==> src/rtl/rf_scoreboard.sv <==
// Register-file hazard scoreboard: per-register pending-write counters between
// issue and writeback, driving the decode stall and busy/error status.
module rf_scoreboard #(
    parameter int MAX_INFLIGHT = 3,
    parameter int NREG         = 16
) (
    input  logic        clk,
    input  logic        rst_n,
    input  logic        issue_vld,
    input  logic        issue_we,
    input  logic [3:0]  issue_dst,
    input  logic        src0_re,
    input  logic [3:0]  src0_addr,
    input  logic        src1_re,
    input  logic [3:0]  src1_addr,
    input  logic        wb_vld,
    input  logic [3:0]  wb_addr,
    input  logic        flush,
    output logic        stall,
    output logic [15:0] busy_vec,
    output logic [3:0]  busy_cnt,
    output logic        err
);

    localparam logic [1:0] CNT_MAX = 2'(MAX_INFLIGHT);

    logic [1:0]      cnt     [NREG];
    logic [1:0]      cnt_nxt [NREG];
    logic [NREG-1:0] wb_hit;
    logic [NREG-1:0] inc;
    logic [NREG-1:0] eff;
    logic [NREG-1:0] busy_nxt;
    logic [3:0]      busy_cnt_nxt;
    logic            err_nxt;
    logic            haz_r;
    logic            haz_s;
    logic            acc;

    // The RF writes in the high phase and reads in the low phase, so a
    // same-cycle writeback already releases the register for this cycle's read.
    always_comb begin
        for (int i = 0; i < NREG; i++) begin
            wb_hit[i] = wb_vld && (wb_addr == 4'(i)) && (i != 0);
            eff[i]    = cnt[i] > {1'b0, wb_hit[i]};
        end
    end

    assign haz_r = (src0_re && eff[src0_addr]) || (src1_re && eff[src1_addr]);
    assign haz_s = issue_we && (issue_dst != 4'd0) &&
                   (cnt[issue_dst] == CNT_MAX) && !wb_hit[issue_dst];
    assign stall = issue_vld && !flush && (haz_r || haz_s);
    assign acc   = issue_vld && !stall && !flush && issue_we && (issue_dst != 4'd0);

    always_comb begin
        err_nxt      = err;
        busy_cnt_nxt = '0;
        for (int i = 0; i < NREG; i++) begin
            inc[i]     = acc && (issue_dst == 4'(i));
            cnt_nxt[i] = cnt[i];
            if (flush || i == 0) begin
                cnt_nxt[i] = '0;
            end else if (wb_hit[i] && cnt[i] == 2'd0) begin
                // Writeback with nothing pending: it belongs to no tracked write.
                cnt_nxt[i] = {1'b0, inc[i]};
                err_nxt    = 1'b1;
            end else begin
                cnt_nxt[i] = cnt[i] + {1'b0, inc[i]} - {1'b0, wb_hit[i]};
            end
            busy_nxt[i]  = cnt_nxt[i] != 2'd0;
            busy_cnt_nxt = busy_cnt_nxt + 4'(busy_nxt[i]);
        end
    end

    always_ff @(posedge clk or negedge rst_n) begin
        if (!rst_n) begin
            cnt      <= '{default: '0};
            busy_vec <= '0;
            busy_cnt <= '0;
            err      <= 1'b0;
        end else begin
            cnt      <= cnt_nxt;
            busy_vec <= busy_nxt;
            busy_cnt <= busy_cnt_nxt;
            err      <= err_nxt;
        end
    end

endmodule
==> config.mk <==
export PLATFORM = sky130hd
export DESIGN_NAME = rf_scoreboard
export DESIGN_NICKNAME = d
export VERILOG_FILES = /design/src/rtl/rf_scoreboard.sv
export SDC_FILE = /design/constraint.sdc
export NUM_CORES = 1
export LEC_CHECK = 0
export ABC_AREA = 1
export CORE_MARGIN = 2
export CORE_UTILIZATION = 40
export CTS_CLUSTER_DIAMETER = 50
export DETAILED_ROUTE_END_ITERATION = 7
export PLACE_DENSITY = 0.56
export SLEW_MARGIN = 20
export SYNTH_ARGS = -nofsm -noshare
export SYNTH_HDL_FRONTEND = slang
export SYNTH_SLANG_ARGS = --single-unit
==> constraint.sdc <==
create_clock -name clk -period 6.9 [get_ports clk]
set_input_delay 1.38 -clock clk [delete_from_list [all_inputs] [get_ports clk]]
set_output_delay 1.38 -clock clk [all_outputs]
set_load 0.01 [all_outputs]
# After elaboration in Yosys (flattened, before gate mapping)
# Cells that the tools add are included.
totals:
  word_cells: 274
  register_bits: 50
  in_bits: 24
op_classes:
  order_cmp: 19
  addsub: 44
  n_mux: 69
  reduce_logical: 92
  eq_ne: 31
  bitwise: 1
ops:
  columns: ["operator", "n"]
  rows:
  - ["4-bit equality test (second input constant)", 16]
  - ["2-bit 2-to-1 mux", 32]
  - ["1-bit logical AND", 56]
  - ["4-bit by 1-bit adder with 4-bit output", 11]
  - ["1-bit 2-to-1 mux", 33]
  - ["4-bit by 3-bit equality test with 1-bit output (second input constant)", 8]
  - ["2-bit by 1-bit adder with 2-bit output", 15]
  - ["2-bit by 1-bit > comparator with 1-bit output", 15]
  - ["2-bit logical NOT", 15]
  - ["2-bit nonzero test", 15]
  - ["2-bit by 1-bit subtractor with 2-bit output", 15]
  - ["4-bit by 2-bit equality test with 1-bit output (second input constant)", 4]
  - ["4-bit by 5-bit < comparator with 1-bit output (second input constant)", 3]
  - ["1-bit binary-select mux with 4-bit select", 3]
  - ["2-bit binary-select mux with 4-bit select", 1]
  - ["4-bit by 1-bit equality test with 1-bit output (second input constant)", 2]
  - ["5-bit greater-or-equal comparator (second input constant)", 1]
  - ["4-bit NOT with 5-bit output", 1]
  - ["3-bit by 1-bit adder with 4-bit output", 1]
  - ["4-bit nonzero test", 1]
  - ["2-bit by 1-bit adder with 3-bit output", 1]
  - ["1-bit logical NOT", 3]
  - ["1-bit by 1-bit adder with 2-bit output", 1]
  - ["2-bit equality test (second input constant)", 1]
  - ["1-bit logical OR", 2]

# Depth between registers and ports, before layout
depth:
  ltp_word: 34
  mapped_depth: 37

# Worst setup path after synthesis
# No wires, ideal clock.
synth_path:
  path_kind: "input-to-reg"
  from: "in wb_addr[0]"
  to: "reg busy_cnt[1]"
  cell_stages: 34
  arrival_time_ps: 6797
  setup_slack_ps: 39
  path_cell_list: "nand3_1 inv_1 nand2_1 inv_1 ha_1 o21bai_1 nor2b_1 nor2_1 nand2_1 nand2_1 nand2_1 nand3_1 nand2_1 nor2_4 nand2_4 inv_2 nand2_1 ha_1 inv_1 ha_1 inv_1 or2_2 nand4_1 o21ai_0 fa_1 inv_1 fa_1 fa_1 fa_1 inv_1 fa_1 inv_1 fa_1 inv_1"
synth_lines:
  columns: ["item", "line_no", "text"]
  rows:
  - ["start: declaration", "17", "input logic [3:0] wb_addr,"]
  - ["4-bit by 1-bit equality test with 1-bit output (tied with other cells)", "43", "wb_hit[i] = wb_vld && (wb_addr == 4'(i)) && (i != 0);"]
  - ["1-bit logical AND", "43", null]
  - ["2-bit by 1-bit > comparator with 1-bit output", "44", "eff[i] = cnt[i] > {1'b0, wb_hit[i]};"]
  - ["1-bit binary-select mux with 4-bit select", "48", "assign haz_r = (src0_re && eff[src0_addr]) || (src1_re && eff[src1_addr]);"]
  - ["1-bit 2-to-1 mux (implied by the code)", "48", null]
  - ["1-bit logical AND", "48", null]
  - ["1-bit logical OR", "48", null]
  - ["1-bit logical OR", "51", "assign stall = issue_vld && !flush && (haz_r || haz_s);"]
  - ["(+7 left out)", null, null]
  - ["2-bit by 1-bit adder with 2-bit output", "67", "cnt_nxt[i] = cnt[i] + {1'b0, inc[i]} - {1'b0, wb_hit[i]};"]
  - ["2-bit by 1-bit subtractor with 2-bit output", "67", null]
  - ["2-bit 2-to-1 mux *", "62", "end else if (wb_hit[i] && cnt[i] == 2'd0) begin"]
  - ["2-bit 2-to-1 mux *", "60", "if (flush || i == 0) begin"]
  - ["2-bit nonzero test *", "69", "busy_nxt[i] = cnt_nxt[i] != 2'd0;"]
  - ["named net busy_nxt[6]", "32", "logic [NREG-1:0] busy_nxt;"]
  - ["4-bit by 1-bit adder with 4-bit output * (10 in a row)", "70", "busy_cnt_nxt = busy_cnt_nxt + 4'(busy_nxt[i]);"]
  - ["named net busy_cnt_nxt[1]", "33", "logic [3:0] busy_cnt_nxt;"]
  - ["end signal: assignment", "83", "busy_cnt <= busy_cnt_nxt;"]
  - ["end: declaration", "21", "output logic [3:0] busy_cnt,"]
# The timed path passes the listed nets; every way through them passes the cells marked *. The select of a mux whose other input is x is not followed.

# Final worst setup path
layout_path:
  from: "in wb_addr[3]"
  to: "reg busy_cnt[1]"
layout_lines:
  columns: ["item", "line_no"]
  rows:
  - ["4-bit by 1-bit equality test with 1-bit output (tied with other cells)", "43"]
  - ["1-bit logical AND", "43"]
  - ["2-bit by 1-bit > comparator with 1-bit output", "44"]
  - ["1-bit binary-select mux with 4-bit select", "48"]
  - ["1-bit 2-to-1 mux (implied by the code)", "48"]
  - ["1-bit logical AND", "48"]
  - ["1-bit logical OR", "48"]
  - ["1-bit logical OR", "51"]
  - ["(+8 left out)", null]
  - ["2-bit by 1-bit subtractor with 2-bit output", "67"]
  - ["2-bit 2-to-1 mux *", "62"]
  - ["2-bit 2-to-1 mux *", "60"]
  - ["2-bit nonzero test *", "69"]
  - ["named net busy_nxt[4]", "32"]
  - ["3-bit by 1-bit adder with 4-bit output *", "70"]
  - ["4-bit by 1-bit adder with 4-bit output * (11 in a row)", "70"]
  - ["named net busy_cnt_nxt[1]", "33"]
# Marks and branches as above.

==> impl_metrics.tcl <==
set metrics [dict create \
    ys_ff_latch 50 \
    finalSetupViolCount 3 \
    critical_path_arrival_ns 7.27 \
    slew_viol_final 0 \
    initial_core_util 0.4150 \
    layout.nets 922 \
    wirelength_um 16140 \
    core_um2 10980 \
    clk_path_buf_depth 2 \
    crit_required_ns 7.14 \
    rsz0062_at_grt "yes" \
    syn_area_per_cell_um2 6.813 \
    failed_checks "setup timing" \
    drv_cap 0 \
    worst_slack_ns -0.1301 \
    drtPass1Iterations 5 \
    drt_iter0_markers 290 \
    h-tree-depth 2 \
    fmax_ghz 0.1422 \
    gp_congestion 1.027 \
    multi_input_area_um2 3302 \
    cp_num_buf_inv 9 \
    synth_edf_count 0 \
    fin_area_um2 6960 \
    die_x_um 110.8 \
    grt_pass1_vias 4909 \
    cts_made_buffers 5 \
    syn-cell-area_um2 4558 \
    dieArea_um2 12270 \
    fin_cells 984 \
    slew_headroom 0.4752 \
    hold_viol 0 \
    final_util 0.6337 \
    worstSetupStartpointType "input port" \
    ys_warn_count 0 \
    cp_common_cell "nor2_4" \
    drc 0 \
    ios 46 \
    dp_cells 951 \
    drive_above_1_share 0.3318 \
    met2_usage 0.4290 \
    cts_tree "done" \
    fin_skew_ns 0.007356 \
    ir_worst_vdd_mv 0.09955 \
    regArea_um2 1251 \
    dpl_cell_area_um2 5912 \
    worst_hold_path_type "reg -> reg" \
    cp_top_family "adder cells" \
    ant_nets 0 \
    portBuffers 44 \
    synth_top_area_share 0.2745 \
    hpwl_um 12430 \
    antenna_found_initial 0 \
    grt_use_met1 0.3429 \
    grt_max_degree 51 \
    fin_crit_sh 1.019 \
    viasPerCell 5.060 \
    crit_slowest_cell "fa_1" \
    num_rows 38 \
    yosysMostFrequentCell "nand2_1" \
    crit_type "in -> reg" \
    grt_pass1_wl_um 25010 \
    yosys_most_used_dff "dfrtp_1" \
    antenna_cells 0 \
    synth_top_area_cell "dfrtp_1" \
    clkLatencyLatePin_ns 0.30 \
    met3_usage 0.04319 \
    endpoint_kind "flip-flop" \
    r2r_slack_ns 0.90 \
    routedWlPerCell_um 16.41 \
    worstMarginPinSlew_ns 0.7800 \
    async_flop_share 1.000 \
    die_y_um 110.8 \
    cts_hold_buf 0 \
    grt-busiest-layer "met2" \
    vias 4979 \
    status "complete, but fails checks" \
    synth_area_leaders "dfrtp_1, nand2_1, ha_1" \
    grtUsageTotal 0.2569 \
    syn_to_final_growth_pct 52.70 \
    synth_commonest_cells "nand2_1, inv_1, nor2_1" \
    clock-sinks 50 \
    cts_root_buf "clkbuf_16" \
    period_needed_ns 7.030 \
    synth_seq_area_share 0.2745 \
    syn_nets 748 \
    gr-total-overflow 0 \
    p_per_area_nw_per_um2 125.4 \
    leakage_nw 3.852 \
    fillers 990 \
    cpPeakStageDelay_ns 0.57 \
    worstPathMaxFanout 4 \
    ys_types 36 \
    synthCells 669 \
    cts.clk_slew.worst_paths_ns 0.07 \
]
==> metrics by stage <==
step	setup slack, ns	hold WS [ns]	setup TNS (ns)	power, mW
floorplan	0.03938	0.4932	0	0.4416
global placement	-1.150	0.4462	-3.871	0.5644
detailed placement	-1.194	0.4481	-4.030	0.5662
CTS	-0.08825	0.4700	-0.08825	0.8482
global route	-0.4081	0.4940	-1.019	0.9214
finish	-0.1301	0.4658	-0.1873	0.8732
==> power breakdown <==
group | switching, mW | total (mW) | internal [mW]
sequential | 0.0110 | 0.321 | 0.310
clock | 0.124 | 0.262 | 0.139
combinational | 0.154 | 0.290 | 0.136
==> layout by cell type (no fill, tap or decap), types with 10 or more instances in the layout <==
master             n
dfrtp_1           50
nand4_1           12
clkdlybuf4s50_1   33
nor2_4            11
nor2_1            42
inv_1            116
ha_4              15
ha_1              26
o21ai_0           17
nand2_2           21
inv_2             15
nand2_1          163
o21ai_1           10
nor3_1            12
xnor2_1           14
nand3_1           30
nor2_2            11
buf_4            123
==> sequential cells by signal, indices dropped and copies added, names as in the netlist <==
name and count:
busy_vec 15, cnt 30, err 1, busy_cnt 4
==> cells by family (layout without fill, tap and decap cells) <==
| logic type | Yosys count | in the layout | synth area share |
|---|---|---|---|
| flip-flops | 50 | 50 | 0.2745 |
| AND/OR/NAND/NOR | 340 | 340 | 0.3223 |
| XOR/XNOR | 23 | 23 | 0.04419 |
| other | 1 | 1 | 0.0008227 |
| adder cells (fa/ha/maj) | 55 | 55 | 0.1674 |
| AO/OA/AOI/OAI | 50 | 50 | 0.06012 |
| buffers and inverters | 150 | 325 | 0.1307 |
==> final cells by class <==
type                            instances  share of cell area
Timing Repair inverter                  1            0.001258
Sequential cell                        50              0.1798
Tap cell                              140             0.02517
Clock buffer                            5             0.01798
Clock inverter                          3            0.003775
Inverter                              140             0.08089
Timing Repair Buffer                  176              0.2168
Multi-Input combinational cell        469              0.4744
==> metal layers <==
layer  share of wire  vias up
li1                -     2410
met1            0.44     2360
met2            0.47      176
met3           0.058       33
met4           0.031        0
met5               0        -
==> final timing paths <==
kind | start | endpoint | depth (start not counted)
min in group asynchronous | rst_n | busy_vec[10]$_DFF_PN0_ | 2
max in group asynchronous | rst_n | cnt[21]$_DFF_PN0_ | 2
worst min register to register | err$_DFF_PN0_ | err$_DFF_PN0_ | 1
worst max-delay path | wb_addr[3] | busy_cnt[1]$_DFF_PN0_ | 34
worst max register to register | cnt[26]$_DFF_PN0_ | busy_cnt[1]$_DFF_PN0_ | 30
worst min-delay path | err$_DFF_PN0_ | err$_DFF_PN0_ | 1
==> repair_timing <==
action                     4_1_cts  5_1_grt
buffers inserted                16       12
setup endpoints to repair        4        4
pin swaps                       13       49
gates cloned                     0        1
resized for setup               84      135
No activity file was read; power rests on OpenSTA's default activity.
